## config.mk

```make
export PLATFORM = sky130hd
export DESIGN_NAME = alu_regfile_signex
export DESIGN_NICKNAME = d
export VERILOG_FILES = /design/src/rtl/alu_regfile_signex.sv
export SDC_FILE = /design/constraint.sdc
export NUM_CORES = 2
export LEC_CHECK = 0
export BUFFER_PORTS_ARGS = -buffer_cell sky130_fd_sc_hd__buf_2
export CAP_MARGIN = 15
export CORE_AREA = 2 2 393 395
export DETAILED_ROUTE_END_ITERATION = 6
export DIE_AREA = 0 0 395 397
export GPL_TIMING_DRIVEN = 1
export PLACE_DENSITY = 0.7
export SYNTH_ARGS = -nofsm -noshare
export SYNTH_HDL_FRONTEND = slang
export SYNTH_SLANG_ARGS = --single-unit
```

## constraint.sdc

```tcl
create_clock -name clk -period 7.6 [get_ports clk]
set_input_delay 1.52 -clock clk [delete_from_list [all_inputs] [get_ports clk]]
set_output_delay 1.52 -clock clk [all_outputs]
set_load 0.03 [all_outputs]
```

## src/rtl/alu_regfile_signex.sv

```systemverilog
// Integer execution core: 32x32 register file with write-through bypass,
// 16->32 sign extender and a combinational ALU with zero flag.
module alu_regfile_signex #(
    parameter int DATA_W  = 32,
    parameter int REG_CNT = 32
) (
    input  logic              clk,
    input  logic              reset_n,
    input  logic [4:0]        ra1,
    input  logic [4:0]        ra2,
    input  logic [4:0]        wa,
    input  logic              we,
    input  logic [DATA_W-1:0] wd,
    output logic [DATA_W-1:0] rd1,
    output logic [DATA_W-1:0] rd2,
    input  logic [15:0]       imm,
    output logic [DATA_W-1:0] signimm,
    input  logic [DATA_W-1:0] alu_a,
    input  logic [DATA_W-1:0] alu_b,
    input  logic [3:0]        alu_f,
    output logic [DATA_W-1:0] alu_y,
    output logic              alu_zf
);

    typedef enum logic [3:0] {
        F_AND  = 4'b0000,
        F_OR   = 4'b0001,
        F_ADD  = 4'b0010,
        F_XOR  = 4'b0011,
        F_NOR  = 4'b0100,
        F_SLL  = 4'b0101,
        F_SUB  = 4'b0110,
        F_SLT  = 4'b0111,
        F_SLTU = 4'b1000,
        F_SRL  = 4'b1001,
        F_SRA  = 4'b1010,
        F_LUI  = 4'b1011
    } alu_fn_e;

    logic [REG_CNT-1:0][DATA_W-1:0] regs_q, regs_d;
    logic                           wr_en;
    logic                           byp1, byp2;

    assign wr_en = we && (wa != 5'd0);

    always_comb begin
        regs_d = regs_q;
        if (wr_en) regs_d[wa] = wd;
        regs_d[0] = '0;
    end

    always_ff @(posedge clk or negedge reset_n) begin
        if (!reset_n) regs_q <= '0;
        else          regs_q <= regs_d;
    end

    // Bypass lets writeback and decode share a cycle; it is off during reset
    // so the cleared file is what both ports see.
    assign byp1 = reset_n && wr_en && (wa == ra1);
    assign byp2 = reset_n && wr_en && (wa == ra2);
    assign rd1  = byp1 ? wd : regs_q[ra1];
    assign rd2  = byp2 ? wd : regs_q[ra2];

    assign signimm = {{(DATA_W-16){imm[15]}}, imm};

    logic [4:0]        shamt;
    logic [DATA_W-1:0] sra_y;

    assign shamt = alu_a[4:0];
    assign sra_y = $signed(alu_b) >>> shamt;

    always_comb begin
        alu_y = '0;
        case (alu_f)
            F_AND:  alu_y = alu_a & alu_b;
            F_OR:   alu_y = alu_a | alu_b;
            F_ADD:  alu_y = alu_a + alu_b;
            F_XOR:  alu_y = alu_a ^ alu_b;
            F_NOR:  alu_y = ~(alu_a | alu_b);
            F_SLL:  alu_y = alu_b << shamt;
            F_SUB:  alu_y = alu_a - alu_b;
            F_SLT:  alu_y = {{(DATA_W-1){1'b0}}, ($signed(alu_a) < $signed(alu_b))};
            F_SLTU: alu_y = {{(DATA_W-1){1'b0}}, (alu_a < alu_b)};
            F_SRL:  alu_y = alu_b >> shamt;
            F_SRA:  alu_y = sra_y;
            F_LUI:  alu_y = {alu_b[15:0], 16'h0000};
            default: alu_y = '0;
        endcase
    end

    assign alu_zf = (alu_y == '0);

endmodule

```

==> flow_summary.json <==
{
  "status": "finished, final reports clean",
  "critPathArrivalTime_ps": 6000,
  "synth_warnings": 0,
  "required_ps": 6080,
  "overflow": 0,
  "synth_edf_count": 0,
  "ir_drop_mv": 0.280,
  "p_total_mw": 16.9,
  "ant_nets": 0,
  "path_clk_slew_ps": 60,
  "design_area_um2": 71900,
  "cts_root_buffer": "clkbuf_16",
  "ctsHoldBuffers": 0,
  "slew_headroom_pct": 3.74,
  "finalMaxSlewViolations": 0,
  "synth_area_leaders": "dfrtp_1, mux4_2, mux2_2",
  "max_freq_mhz": 133,
  "dieArea_um2": 157000,
  "grtUsageTotal_pct": 28.0,
  "initial_core_util_pct": 41.7,
  "maxCapViolCount": 0,
  "grt_max_degree": 168,
  "leakage_nw": 31.0,
  "utilization_pct": 47.0,
  "clk_latency_ps": 670,
  "p_per_area_nw_per_um2": 235,
  "final_nets": 5221,
  "reg_top3": "regs_q: 992 flops",
  "dp.cells": 6931,
  "rsz0062_at_grt": "false",
  "finalSetupViolations": 0,
  "gp_congestion": 1.02,
  "tightest_slew_ps": 1440,
  "cts_tree": "yes",
  "path_cells": "buf_4 > mux2_1 > mux4_2 > mux2i_1 > buf_4 > nor3_1 > or4_4 > or3b_1 > nor4_4 > nand4bb_1 > or4_1 > or4_4 > nor4b_4 > buf_4",
  "dpl.hpwl_um": 143000,
  "area_delta_synth_final_pct": 12.9,
  "numPortBuffers": 214,
  "crit_path_max_fanout": 8,
  "post_drt_wl_per_cell_um": 31.3,
  "clk_path_buf_depth": 3,
  "drtIter0Drc": 4470,
  "post_dp_cell_area_um2": 68500,
  "grt_pass1_vias": 47794,
  "yosysSeqAreaShare_pct": 38.9,
  "synth_nets": 5069,
  "yosys.area.top_type_share_pct": 38.9,
  "regMostFlops": "regs_q",
  "final_cells": 7115,
  "synth_top_area_cell": "dfrtp_1",
  "rows": 144,
  "die_x_um": 395,
  "layout_min_cycle_time_ps": 7520,
  "drt_wl_total_um": 223000,
  "clock_sinks": 992,
  "antenna_found_initial": 16,
  "ys_seq_elements": 992,
  "final_layout_size_suffix_gt1_share_pct": 49.3,
  "worstHoldPathType": "flip-flop to flip-flop",
  "fin_crit_sh_pct": 99.0,
  "crit_top_cell": "buf_4",
  "cp_top_family": "simple AND/OR/NAND/NOR gates",
  "fin_skew_ps": 0,
  "place_worst_setup_slack_ps": -31.8,
  "slowest_delay_ps": 550,
  "path_buf_inv": 3,
  "htree_levels": 3,
  "hold_viol": 0,
  "netlist_instances": 4834,
  "ys.flop_type": "dfrtp_1",
  "critPathSlowestCell": "or4_4",
  "synth_area_per_cell_um2": 13.2,
  "ios": 263,
  "firstDrtPassIters": 7,
  "fin_ws_ps": 76.3,
  "mostFrequentLayoutCells": "mux2_2, dfrtp_1, mux4_2",
  "cp-start-kind": "primary input",
  "cts_buffers": 97,
  "viasPerCell": 6.57,
  "drc": 0,
  "largest_reg_flops": 992,
  "async_reset_ff_share_pct": 100,
  "vias": 46740,
  "die_y_um": 397,
  "mostFrequentLayoutCell": "mux2_2",
  "grt_pass1_wl_um": 326000,
  "setup.worst_path.end_class": "output pin",
  "coreArea_um2": 153000,
  "critical_path_class": "primary input to output pin",
  "synth_cell_types": 94,
  "netlist_area_um2": 63700
}
==> synth_stat cells (39+ instances only) <==
cell	number
mux2_2	1063
dfrtp_1	992
mux4_2	615
clkbuf_1	331
nand2_1	195
nor2_1	185
mux2i_1	154
a21oi_1	132
buf_1	118
o21ai_0	103
ha_1	99
inv_1	91
a22o_1	71
nand3_1	40
buf_4	39
==> final cells by class <==
type                       instances  area (um2)
tap                             2044        2560
sequential                       992       24800
fill                           13313       81000
multi-input combinational       3225       36700
timing repair buffer             570        4130
clock buffer                     140        2820
clock inverter                    40         541
antenna                            4        10.0
inverter                         100         375
==> repair_timing <==
action / 4_1_cts / 5_1_grt
pin swaps: 0 / 1
cloned: 0 / 0
gates resized for setup: 1 / 12
setup buffers: 0 / 0
setup endpoints to repair: 1 / 1
==> cells by family after synthesis <==
| logic type | Yosys count | share of synthesized area [%] |
|---|---|---|
| mux | 1841 | 43.1 |
| buf+inv | 617 | 3.98 |
| xor+xnor | 22 | 0.302 |
| flops | 992 | 38.9 |
| compound gates | 650 | 7.12 |
| simple gates | 611 | 4.54 |
| fa+ha+maj | 101 | 2.01 |
==> metal layers <==
metal | wire length, um | vias to the layer above | global-route usage [%]
met1 | 86200 | 24666 | 36.4
met4 | 12200 | 20 | 13.8
li1 | - | 18978 | -
met3 | 18600 | 615 | 5.24
met5 | 138 | - | 0
met2 | 106000 | 2461 | 45.2
==> metrics by stage <==
step           TNS [ps]  hold slack [ps]
2_1_floorplan         0              491
3_3_place_gp          0              499
3_5_place_dp      -31.8              509
4_1_cts               0              523
5_1_grt               0              532
6_report              0              523
==> final timing paths <==
kind / startpoint / to / slack (ps) / depth (start not counted)
min in group asynchronous: reset_n / regs_q[514] / 790 / 1
worst max register to register: regs_q[94] / regs_q[94] / 6790 / 1
worst max-delay path: alu_a[2] / alu_zf / 80 / 14
worst min register to register: regs_q[838] / regs_q[838] / 520 / 1
worst min-delay path: regs_q[838] / regs_q[838] / 520 / 1
max in group asynchronous: reset_n / regs_q[1004] / 3770 / 4
==> power breakdown <==
part	internal [mW]	switching (mW)	leakage [nW]
clock	3.02	2.10	1.67
combinational	2.54	2.19	16.7
sequential	6.32	0.741	12.7
total	11.9	5.03	31.0
Power figures use the tool's default switching activity.
